$ cat src/rtl/pll_ctrl_pkg.sv
// Shared types and default timing for the PLL power-up sequencer.
package pll_ctrl_pkg;
  typedef enum logic [2:0] {
    ST_IDLE    = 3'd0,
    ST_CP_ON   = 3'd1,
    ST_VCO_ON  = 3'd2,
    ST_MEASURE = 3'd3,
    ST_LOCKED  = 3'd4,
    ST_FAULT   = 3'd5
  } state_t;

  localparam int DEF_CW        = 10;
  localparam int DEF_WIN       = 256;
  localparam int DEF_T_CP      = 64;
  localparam int DEF_T_SETTLE  = 1024;
  localparam int DEF_LOCK_HITS = 4;
  localparam int DEF_MAX_RETRY = 8;
endpackage

$ cat src/rtl/pll_seq_ctrl_if.sv
// Control/status bundle between the PLL sequencer and the pad/GPIO side.
interface pll_seq_ctrl_if #(parameter int CW = 10);
  logic          start;
  logic [3:0]    b_cfg;
  logic [CW-1:0] exp_cnt;
  logic [3:0]    tol;
  logic          fb_div;
  logic          enb_cp;
  logic          enb_vco;
  logic [3:0]    b_sel;
  logic          locked;
  logic          fault;
  logic [2:0]    state_o;

  // master = system side driving config, slave = the sequencer
  modport master (
    output start, b_cfg, exp_cnt, tol, fb_div,
    input  enb_cp, enb_vco, b_sel, locked, fault, state_o
  );
  modport slave (
    input  start, b_cfg, exp_cnt, tol, fb_div,
    output enb_cp, enb_vco, b_sel, locked, fault, state_o
  );
endinterface

$ cat src/rtl/pll_fb_sync.sv
// Feedback synchronizer, rising-edge detector and saturating edge counter.
module pll_fb_sync
  import pll_ctrl_pkg::*;
#(
  parameter int CW = DEF_CW
) (
  input  logic          ref_clk,
  input  logic          porb,
  input  logic          fb_div,
  input  logic          clr,
  output logic [CW-1:0] cnt_win
);
  logic [2:0]    sync_pipe;
  logic          edge_p;
  logic [CW-1:0] cnt;

  always_ff @(posedge ref_clk or negedge porb)
    if (!porb) sync_pipe <= '0;
    else       sync_pipe <= {sync_pipe[1:0], fb_div};

  assign edge_p = sync_pipe[1] & ~sync_pipe[2];

  // cnt_win already includes this cycle's pulse so the window compare sees it
  assign cnt_win = (edge_p && (cnt != '1)) ? cnt + 1'b1 : cnt;

  always_ff @(posedge ref_clk or negedge porb)
    if (!porb)    cnt <= '0;
    else if (clr) cnt <= '0;
    else          cnt <= cnt_win;
endmodule

$ cat src/rtl/pll_seq_ctrl.sv
// PLL enable sequencer and windowed lock monitor on ref_clk.
module pll_seq_ctrl
  import pll_ctrl_pkg::*;
#(
  parameter int CW        = DEF_CW,
  parameter int WIN       = DEF_WIN,
  parameter int T_CP      = DEF_T_CP,
  parameter int T_SETTLE  = DEF_T_SETTLE,
  parameter int LOCK_HITS = DEF_LOCK_HITS,
  parameter int MAX_RETRY = DEF_MAX_RETRY
) (
  input  logic          ref_clk,
  input  logic          porb,
  pll_seq_ctrl_if.slave bus
);
  localparam int TMAX = (T_SETTLE > T_CP) ? ((T_SETTLE > WIN) ? T_SETTLE : WIN)
                                          : ((T_CP > WIN) ? T_CP : WIN);
  localparam int TW   = $clog2(TMAX);
  localparam int HW   = $clog2(LOCK_HITS + 1);
  localparam int RW   = $clog2(MAX_RETRY + 1);

  state_t        state, state_nxt;
  logic [TW-1:0] tmr, tmr_nxt;
  logic [HW-1:0] hits, hits_nxt;
  logic [RW-1:0] retries, retries_nxt;
  logic          enb_cp, enb_vco, locked, fault;
  logic          enb_cp_nxt, enb_vco_nxt, locked_nxt, fault_nxt;
  logic [3:0]    b_sel, b_sel_nxt;
  logic [CW-1:0] win_cnt;
  logic [CW:0]   dev;
  logic          in_win, tmr_last, win_end, hit, timed, cnt_clr;

  pll_fb_sync #(.CW(CW)) u_fb_sync (
    .ref_clk (ref_clk),
    .porb    (porb),
    .fb_div  (bus.fb_div),
    .clr     (cnt_clr),
    .cnt_win (win_cnt)
  );

  assign in_win = (state == ST_MEASURE) || (state == ST_LOCKED);
  assign timed  = in_win || (state == ST_CP_ON) || (state == ST_VCO_ON);

  always_comb begin
    tmr_last = 1'b0;
    case (state)
      ST_CP_ON:             tmr_last = (tmr == TW'(T_CP - 1));
      ST_VCO_ON:            tmr_last = (tmr == TW'(T_SETTLE - 1));
      ST_MEASURE, ST_LOCKED: tmr_last = (tmr == TW'(WIN - 1));
      default:              tmr_last = 1'b0;
    endcase
  end

  assign win_end = in_win && tmr_last;
  assign dev     = (win_cnt >= bus.exp_cnt) ? ({1'b0, win_cnt} - {1'b0, bus.exp_cnt})
                                            : ({1'b0, bus.exp_cnt} - {1'b0, win_cnt});
  assign hit     = (dev <= (CW+1)'(bus.tol));

  // next state, hit/retry bookkeeping
  always_comb begin
    state_nxt   = state;
    hits_nxt    = hits;
    retries_nxt = retries;
    if (state != ST_IDLE && !bus.start) begin
      state_nxt   = ST_IDLE;
      hits_nxt    = '0;
      retries_nxt = '0;
    end else begin
      case (state)
        ST_IDLE:   if (bus.start) state_nxt = ST_CP_ON;
        ST_CP_ON:  if (tmr_last)  state_nxt = ST_VCO_ON;
        ST_VCO_ON: if (tmr_last) begin
          state_nxt   = ST_MEASURE;
          hits_nxt    = '0;
          retries_nxt = '0;
        end
        ST_MEASURE: if (win_end) begin
          if (hit) begin
            hits_nxt    = hits + 1'b1;
            retries_nxt = '0;
            if (hits_nxt == HW'(LOCK_HITS)) state_nxt = ST_LOCKED;
          end else begin
            hits_nxt    = '0;
            retries_nxt = retries + 1'b1;
            if (retries_nxt == RW'(MAX_RETRY)) state_nxt = ST_FAULT;
          end
        end
        ST_LOCKED: if (win_end && !hit) begin
          state_nxt   = ST_MEASURE;
          hits_nxt    = '0;
          retries_nxt = '0;
        end
        default: state_nxt = state;
      endcase
    end
  end

  // one timer serves the CP/VCO delays and the measurement window
  assign tmr_nxt = (!timed || tmr_last || (state_nxt != state)) ? '0 : tmr + 1'b1;
  assign cnt_clr = !in_win || win_end || (state_nxt != state);

  // outputs decoded from the next state so they register alongside it
  always_comb begin
    enb_cp_nxt  = !(state_nxt inside {ST_CP_ON, ST_VCO_ON, ST_MEASURE, ST_LOCKED});
    enb_vco_nxt = !(state_nxt inside {ST_VCO_ON, ST_MEASURE, ST_LOCKED});
    locked_nxt  = (state_nxt == ST_LOCKED);
    fault_nxt   = (state_nxt == ST_FAULT);
    b_sel_nxt   = b_sel;
    if (state == ST_IDLE && state_nxt == ST_CP_ON) b_sel_nxt = bus.b_cfg;
  end

  always_ff @(posedge ref_clk or negedge porb)
    if (!porb) begin
      state   <= ST_IDLE;
      tmr     <= '0;
      hits    <= '0;
      retries <= '0;
      enb_cp  <= 1'b1;
      enb_vco <= 1'b1;
      locked  <= 1'b0;
      fault   <= 1'b0;
      b_sel   <= '0;
    end else begin
      state   <= state_nxt;
      tmr     <= tmr_nxt;
      hits    <= hits_nxt;
      retries <= retries_nxt;
      enb_cp  <= enb_cp_nxt;
      enb_vco <= enb_vco_nxt;
      locked  <= locked_nxt;
      fault   <= fault_nxt;
      b_sel   <= b_sel_nxt;
    end

  assign bus.enb_cp  = enb_cp;
  assign bus.enb_vco = enb_vco;
  assign bus.locked  = locked;
  assign bus.fault   = fault;
  assign bus.b_sel   = b_sel;
  assign bus.state_o = state;
endmodule

$ cat src/flat_wrapper.sv
// flat-port wrapper written by rule: the top's interface ports become plain ports
module pll_seq_ctrl_flat import pll_ctrl_pkg::*;
#(
  parameter int CW        = DEF_CW,
  parameter int WIN       = DEF_WIN,
  parameter int T_CP      = DEF_T_CP,
  parameter int T_SETTLE  = DEF_T_SETTLE,
  parameter int LOCK_HITS = DEF_LOCK_HITS,
  parameter int MAX_RETRY = DEF_MAX_RETRY
)
  (ref_clk, porb, bus_start, bus_b_cfg, bus_exp_cnt, bus_tol, bus_fb_div, bus_enb_cp, bus_enb_vco, bus_b_sel, bus_locked, bus_fault, bus_state_o);
  pll_seq_ctrl_if #(.CW(CW)) bus_i ();
  input  logic ref_clk;
  input  logic porb;
  input wire logic [$bits(bus_i.start)-1:0] bus_start;
  input wire logic [$bits(bus_i.b_cfg)-1:0] bus_b_cfg;
  input wire logic [$bits(bus_i.exp_cnt)-1:0] bus_exp_cnt;
  input wire logic [$bits(bus_i.tol)-1:0] bus_tol;
  input wire logic [$bits(bus_i.fb_div)-1:0] bus_fb_div;
  output wire logic [$bits(bus_i.enb_cp)-1:0] bus_enb_cp;
  output wire logic [$bits(bus_i.enb_vco)-1:0] bus_enb_vco;
  output wire logic [$bits(bus_i.b_sel)-1:0] bus_b_sel;
  output wire logic [$bits(bus_i.locked)-1:0] bus_locked;
  output wire logic [$bits(bus_i.fault)-1:0] bus_fault;
  output wire logic [$bits(bus_i.state_o)-1:0] bus_state_o;
  assign bus_i.start = bus_start;
  assign bus_i.b_cfg = bus_b_cfg;
  assign bus_i.exp_cnt = bus_exp_cnt;
  assign bus_i.tol = bus_tol;
  assign bus_i.fb_div = bus_fb_div;
  assign bus_enb_cp = bus_i.enb_cp;
  assign bus_enb_vco = bus_i.enb_vco;
  assign bus_b_sel = bus_i.b_sel;
  assign bus_locked = bus_i.locked;
  assign bus_fault = bus_i.fault;
  assign bus_state_o = bus_i.state_o;
  pll_seq_ctrl #(.CW(CW), .WIN(WIN), .T_CP(T_CP), .T_SETTLE(T_SETTLE), .LOCK_HITS(LOCK_HITS), .MAX_RETRY(MAX_RETRY)) u_core (.ref_clk(ref_clk), .porb(porb), .bus(bus_i));
endmodule
$ cat config.mk
export PLATFORM = sky130hd
export DESIGN_NAME = pll_seq_ctrl_flat
export DESIGN_NICKNAME = d
export VERILOG_FILES = /design/src/rtl/pll_ctrl_pkg.sv /design/src/rtl/pll_seq_ctrl_if.sv /design/src/rtl/pll_fb_sync.sv /design/src/rtl/pll_seq_ctrl.sv /design/src/flat_wrapper.sv
export SDC_FILE = /design/constraint.sdc
export NUM_CORES = 1
export LEC_CHECK = 0
export ABC_AREA = 1
export CAP_MARGIN = 30
export CORE_MARGIN = 4
export CORE_UTILIZATION = 56
export CTS_BUF_LIST = sky130_fd_sc_hd__clkbuf_8 sky130_fd_sc_hd__clkbuf_16
export CTS_CLUSTER_DIAMETER = 120
export DETAILED_ROUTE_END_ITERATION = 8
export GPL_ROUTABILITY_DRIVEN = 0
export GPL_TIMING_DRIVEN = 0
export PLACE_DENSITY = 0.76
export SLEW_MARGIN = 20
export SYNTH_ARGS = -nofsm -noshare
export SYNTH_HDL_FRONTEND = slang
export SYNTH_HIERARCHICAL = 1
export SYNTH_SLANG_ARGS = --single-unit
$ cat constraint.sdc
create_clock -name ref_clk -period 12.23 [get_ports ref_clk]
set_input_delay 3.669 -clock ref_clk [delete_from_list [all_inputs] [get_ports ref_clk]]
set_output_delay 3.669 -clock ref_clk [all_outputs]
set_load 0.05 [all_outputs]
# ---- Word level (Yosys, flattened, before mapping)
# Cells that the tools add are included.
dict set report classes {
  bitwise_logic 2
  n_reduce_logical 25
  n_lt_le_gt_ge 2
  n_eq_ne 19
  muxes 27
  add_sub_neg 6
}
# op count
set ops {}
lappend ops {{$mux 3} 14}
lappend ops {{$mux 10} 3}
lappend ops {{$sub 10x10->11} 2}
lappend ops {{$add 10x1->10 const B} 2}
lappend ops {{$mux 4} 5}
lappend ops {{$pmux 3 s5} 1}
lappend ops {{$eq 3x2->1 const B} 4}
lappend ops {{$eq 3x3->1 const B} 4}
lappend ops {{$pmux 4 s3} 1}
lappend ops {{$le 11x4->1} 1}
lappend ops {{$mux 11} 1}
lappend ops {{$eq 10x10->1 const B} 1}
lappend ops {{$eq 10x6->1 const B} 1}
lappend ops {{$eq 10x8->1 const B} 1}
lappend ops {{$ge 10x10->1} 1}
lappend ops {{$ne 10x10->1 const B} 1}
lappend ops {{$pmux 3 s3} 1}
lappend ops {{$reduce_bool 4->1} 2}
lappend ops {{$logic_or 1x1->1} 7}
lappend ops {{$eq 3x1->1 const B} 2}
lappend ops {{$logic_not 1->1} 6}
lappend ops {{$ne 3x2->1 const B} 2}
lappend ops {{$reduce_bool 3->1} 2}
lappend ops {{$logic_and 1x1->1} 5}
lappend ops {{other kinds (11)} 11}
dict set report totals {
  register_bits 41
  out_inout_bits 11
}

# ---- Longest topological paths before layout
# Gate-level depths: netlist of the first run.
dict set report logic_depth {
  depth_word 15
  depth_mapped 40
}

# ---- Modules after synthesis
# The synthesis of the first run kept the hierarchy.
# module n_inst seq_area_each_um2 area_each_um2 cells_per_inst
set modules_own_cells {}
lappend modules_own_cells {pll_seq_ctrl 1 703.2 2854.0 427}
lappend modules_own_cells {pll_fb_sync 1 325.3 778.2 106}

# ---- Least setup slack after synthesis of the first run
# Ideal clock, no wire load.
dict set report synth_path {
  path_kind {input to register}
  from {input port bus_exp_cnt[7]}
  to {register u_core.u_fb_sync.cnt[1]}
  t_required_ns 12.097
  path_slack_ns 5.212
  setup_ns 0.133
  arrival_time_ns 6.885
  cell_stages 30
  cell_sequence {inv_1 > ha_1 > buf_2 > nand2_1 > inv_1 > a21oi_1 > nand3_1 > nand2_2 > nand2_4 > o21ai_0 > xnor2_1 > inv_1 > ha_1 > a21oi_1 > o21ai_0 > a21oi_1 > o21ai_0 > nor2_1 > nand2_2 > nand2_2 > nand2_1 > nand2_1 > nand2_1 > nand2_1 > nand2_1 > nand2_1 > nand2_2 > nand4_1 > buf_1 > nor2_1}
}
dict set report synth_between {
  elab_chain_len 11
  elab_cells_between_ends 15
  classes_between {add/sub: 2; order compare: 2; eq/ne: 1; mux: 7; reduce/logical: 3}
}
# item line_no
set synth_rtl {}
lappend synth_rtl {{start: declaration} flat_wrapper.sv:17} ;# input wire logic [$bits(bus_i.exp_cnt)-1:0] bus_exp_cnt;
lappend synth_rtl {{$sub 10x10->11, or another cell as far along} pll_seq_ctrl.sv:56} ;# : ({1'b0, bus.exp_cnt} - {1'b0, win_cnt});
lappend synth_rtl {{$mux 11 (*)} pll_seq_ctrl.sv:55} ;# assign dev = (win_cnt >= bus.exp_cnt) ? ({1'b0, win_cnt} - {1'b0, bus.exp_cnt})
lappend synth_rtl {{$le 11x4->1 (*)} pll_seq_ctrl.sv:57} ;# assign hit = (dev <= (CW+1)'(bus.tol));
lappend synth_rtl {{$logic_not 1->1} pll_seq_ctrl.sv:88} ;# ST_LOCKED: if (win_end && !hit) begin
lappend synth_rtl {{$logic_and 1x1->1} pll_seq_ctrl.sv:88}
lappend synth_rtl {{$mux 3} pll_seq_ctrl.sv:88}
lappend synth_rtl {{$pmux 3 s5 (*)} pll_seq_ctrl.sv:69} ;# case (state)
lappend synth_rtl {{$mux 3 (*)} pll_seq_ctrl.sv:64} ;# if (state != ST_IDLE && !bus.start) begin
lappend synth_rtl {{$ne 3x3->1 (*)} pll_seq_ctrl.sv:100} ;# assign cnt_clr = !in_win || win_end || (state_nxt != state);
lappend synth_rtl {{$logic_or 1x1->1 (*)} pll_seq_ctrl.sv:100}
lappend synth_rtl {{net u_core.cnt_clr} pll_seq_ctrl.sv:31} ;# logic in_win, tmr_last, win_end, hit, timed, cnt_clr;
lappend synth_rtl {{$mux 10 (*)} pll_fb_sync.sv:28} ;# else if (clr) cnt <= '0;
lappend synth_rtl {{end signal: assignment} pll_fb_sync.sv:29} ;# else cnt <= cnt_win;
lappend synth_rtl {{end: declaration} pll_fb_sync.sv:15} ;# logic [CW-1:0] cnt;
# Mark *: on every way through the listed nets, which the timed path passes. The rest lies on a longest branch.
# A chain may end at the register's enable or synchronous reset.

# ---- Worst setup path after layout of the first run
dict set report layout_path {
  from {input port bus_exp_cnt[7]}
  to {register u_core.u_fb_sync.cnt[9]}
}
# The elaborated chain is that of the path after synthesis.

==> run_results.csv, run 1 <==
group,metric,value,unit
status,outcome,"finished, final reports clean",
worst_hold_path,worstHoldPathType,"flip-flop to flip-flop",
sta,hold_viol_final,0,
final_layout,final_nets,626,
final_layout,utilization,65.8,%
floorplanning,ios,33,
drt,wire_per_inst,12.0,µm
pwr,cellPowerDensity,117,nW/µm²
clock_tree,cts_buffers,5,
final_layout,ff_latch_area,1030,µm²
pwr,p_total,0.485,mW
final_layout,instances_no_fill,651,
sta,maxSlewHeadroom,65.2,%
grt,grt_pass1_wl,13.4,mm
placed_design,placedCellCount,643,
yosys,synth_seq_cells,41,
sta,setup_violations,0,
floorplanning,die-height,88.5,µm
clock_tree,path_clk_slew,80,ps
sta,finClkSkew,10.5,ps
sta,tightest_slew,522,ps
grt,overflow,0,
worst_setup_path,worstSetupPathType,"primary input to flip-flop",
final_layout,antenna_cells,0,
final_layout,fin_area,4150,µm²
drt,drc,0,
yosys,synthFlopType,"dfrtp_1",
worst_setup_path,crit_required,12390,ps
clock_tree,hold_buffers,0,
clock_tree,worstSkewPairLatency,300,ps
final_layout,layout_commonest_cell,"nand2_1",
grt,grt_pass1_vias,3210,
sta,finalCriticalPeriod,7950,ps
clock_tree,cts.repair.resized,0,
drt,firstDrtPassIters,5,
run,cap_viol_max_count,0,
clock_tree,clk_path_buf_depth,2,
pwr,ir_worst_vdd,0.000120,V
drt,final_antenna_net_count,0,
worst_setup_path,crit_path_max_incr_delay,510,ps
grt,grt_max_degree,33,
yosys,netlist_area,3630,µm²
yosys,yosysSeqAreaShare,28.3,%
yosys,synth_fp_nets,586,
yosys,avgSynthCellArea,6.81,µm²
sta,fin_setup_tns,0,ps
final_layout,areaGrowthSynthToFinish,14.4,%
final_layout,multi_input_area,2200,µm²
clock_tree,cts-root-buf,"clkbuf_8",
placed_design,dp_hpwl,6.28,mm
floorplanning,dieArea,7840,µm²
floorplanning,start_util,57.5,%
placed_design,io_buffer_count,32,
final_layout,fillers,562,
worst_setup_path,critical-path-slowest-cell,"clkdlybuf4s50_1",
worst_setup_path,critPathCaptureType,"flip-flop",
drt,first_iter_violations,175,
yosys,synth_edf_count,0,
floorplanning,core,6310,µm²
yosys,synth-warning-count,6,
sta,rsz0062_at_grt,"false",
pwr,leakagePower,2.20,nW
yosys,synthArstFlopShare,100,%
grt,antenna_found_initial,0,
final_layout,final_layout_size_suffix_gt1_share,10.8,%
worst_setup_path,start_kind,"primary input",
yosys,synth_cell_type_count,43,
worst_setup_path,path_common_cell,"nand2_1",
yosys,synthCells,533,
sta,fmax,126,MHz
clock_tree,htree_levels,2,
floorplanning,rows,29,
drt,avgViaCountPerCell,5.20,
sta,maxSlewViolCount,0,
worst_setup_path,critical_path_arrival,8110,ps
clock_tree,cts_sinks,41,
final_layout,layout_common_cells,"155 x nand2_1, 98 x inv_1, 40 x nand3_1, 39 x dfrtp_1, 38 x nor2_1",
sta,timing.final.crit_share,65.0,%
worst_setup_path,path_max_fanout,10,
drt,num_vias,3386,
grt,grt.total_usage,21.3,%
drt,drt-total-wl,7.81,mm
clock_tree,postCtsSetupBuffers,0,
placed_design,dpl_cell_area,4060,µm²
floorplanning,die_w,88.5,µm
clock_tree,cts_tree,"built",
[worst paths after layout]
| kind | to | startpoint | depth (start not counted) | slack, ps |
|---|---|---|---|---|
| worst min-delay path | u_core/u_fb_sync/sync_pipe[1]$_DFF_PN0_ | u_core/u_fb_sync/sync_pipe[0]$_DFF_PN0_ | 0 | 370 |
| max in group asynchronous | u_core/bus.enb_cp$_DFF_PN1_ | porb | 2 | 8490 |
| min in group asynchronous | u_core/retries[0]$_DFFE_PN0P_ | porb | 1 | 3220 |
| worst max register to register | u_core/u_fb_sync/cnt[9]$_DFF_PN0_ | u_core/u_fb_sync/cnt[1]$_DFF_PN0_ | 37 | 6880 |
| worst min register to register | u_core/u_fb_sync/sync_pipe[1]$_DFF_PN0_ | u_core/u_fb_sync/sync_pipe[0]$_DFF_PN0_ | 0 | 370 |
| worst max-delay path | u_core/u_fb_sync/cnt[9]$_DFF_PN0_ | bus_exp_cnt[7] | 31 | 4280 |
[through the flow]
stage,hold WS (ps),setup slack [ps]
global route,387,3750
detailed placement,338,3990
global placement,347,4070
CTS,367,4290
finish,365,4280
floorplan,331,5210
[power by group]
part / internal, mW / switching, mW / leakage, nW / total (mW)
logic: 0.0756 / 0.150 / 1.61 / 0.226
registers: 0.155 / 0.0120 / 0.545 / 0.167
clock network: 0.0406 / 0.0519 / 0.0445 / 0.0925
[sequential cells by signal, indices dropped and copies added (netlist names)]
register,count
u_core/bus.locked,1
u_core/bus.fault,1
u_core/tmr,10
u_core/bus.enb_vco,1
u_core/bus.state_o,3
u_core/retries,4
u_core/u_fb_sync/cnt,10
u_core/bus.b_sel,4
u_core/hits,3
u_core/bus.enb_cp,1
u_core/u_fb_sync/sync_pipe,3
[critical path, delay by kind of cell]
| kind | cells | cell delay [ps] |
|---|---|---|
| fa+ha+maj | 2 | 570 |
| compound gates | 6 | 860 |
| buf+inv | 6 | 1300 |
| simple gates | 16 | 1580 |
| xor+xnor | 1 | 140 |
[synth_stat cells (2+ instances only)]
library cell    n  share of area, %
nand4_1         8               1.4
buf_2           2              0.28
mux2_2          4               1.2
o21ai_0        13               1.8
dfstp_2         2               1.4
nor2_4          4               1.2
inv_1          98                10
nor2_1         38               3.9
nand2_1       155                16
a31oi_1         2              0.34
xnor2_1         6               1.4
o21ai_1         3              0.41
nor3_1          3              0.41
nand3_2         2              0.55
xor2_1          8               1.9
nand3b_1        6               1.2
a21oi_1        21               2.9
o21a_1          2              0.41
dfrtp_1        39                27
a21oi_2         2              0.48
nand2_2        15               2.6
nand3_1        40               5.5
nor2_2          8               1.4
fa_1            2               1.1
ha_1           29                10
inv_2           4              0.41
[final cells by class]
class	count	share of cell area [%]
Buffer	4	0.602
Timing Repair Buffer	33	8.07
Multi-Input combinational cell	386	52.9
Clock buffer	5	1.66
Tap cell	77	2.32
Sequential cell	41	24.8
Clock inverter	3	0.512
Inverter	102	9.22
[kinds of logic after synthesis]
kind of cell    share of synthesized area (%)
compound gates                           8.10
xor+xnor                                 3.38
fa+ha+maj                                11.1
buf+inv                                  11.2
flops                                    28.3
mux                                      1.24
simple gates                             36.7
[metal layers]
metal / track usage (%) / wire (µm)
met2: 36.3 / 3730
met5: 0 / 0
met4: 6.46 / 118
met3: 3.07 / 293
met1: 27.9 / 3670
Power figures use the tool's default switching activity.
==> run 2, diff against run 1 <==
==> constraint.sdc (replaced) <==
create_clock -name ref_clk -period 7.7 [get_ports ref_clk]
set_input_delay 2.31 -clock ref_clk [delete_from_list [all_inputs] [get_ports ref_clk]]
set_output_delay 2.31 -clock ref_clk [all_outputs]
set_load 0.05 [all_outputs]
==> results of run 2 <==
The final DEF is identical to that of run 1. Status: finished, final reports clean.
Among the figures that moved: setup slack after placement 3990 ps -> 819 ps; setup slack after layout 4280 ps -> 1110 ps; register-to-register setup slack 6880 ps -> 2350 ps; total power 0.485 mW -> 0.770 mW; worst IR drop on VDD 0.000120 V -> 0.000190 V
==> run 3, diff against run 2 <==
--- a/config.mk
+++ b/config.mk
@@ -6,7 +6,7 @@
 export NUM_CORES = 1
 export LEC_CHECK = 0
 export ABC_AREA = 1
-export CAP_MARGIN = 30
+export CAP_MARGIN = 5
 export CORE_MARGIN = 4
 export CORE_UTILIZATION = 56
 export CTS_BUF_LIST = sky130_fd_sc_hd__clkbuf_8 sky130_fd_sc_hd__clkbuf_16
==> results of run 3 <==
The final DEF is identical to that of run 1. Status: finished, final reports clean.
Among the figures that moved: setup slack after placement 3990 ps -> 819 ps; setup slack after layout 4280 ps -> 1110 ps; register-to-register setup slack 6880 ps -> 2350 ps; total power 0.485 mW -> 0.770 mW; worst IR drop on VDD 0.000120 V -> 0.000190 V
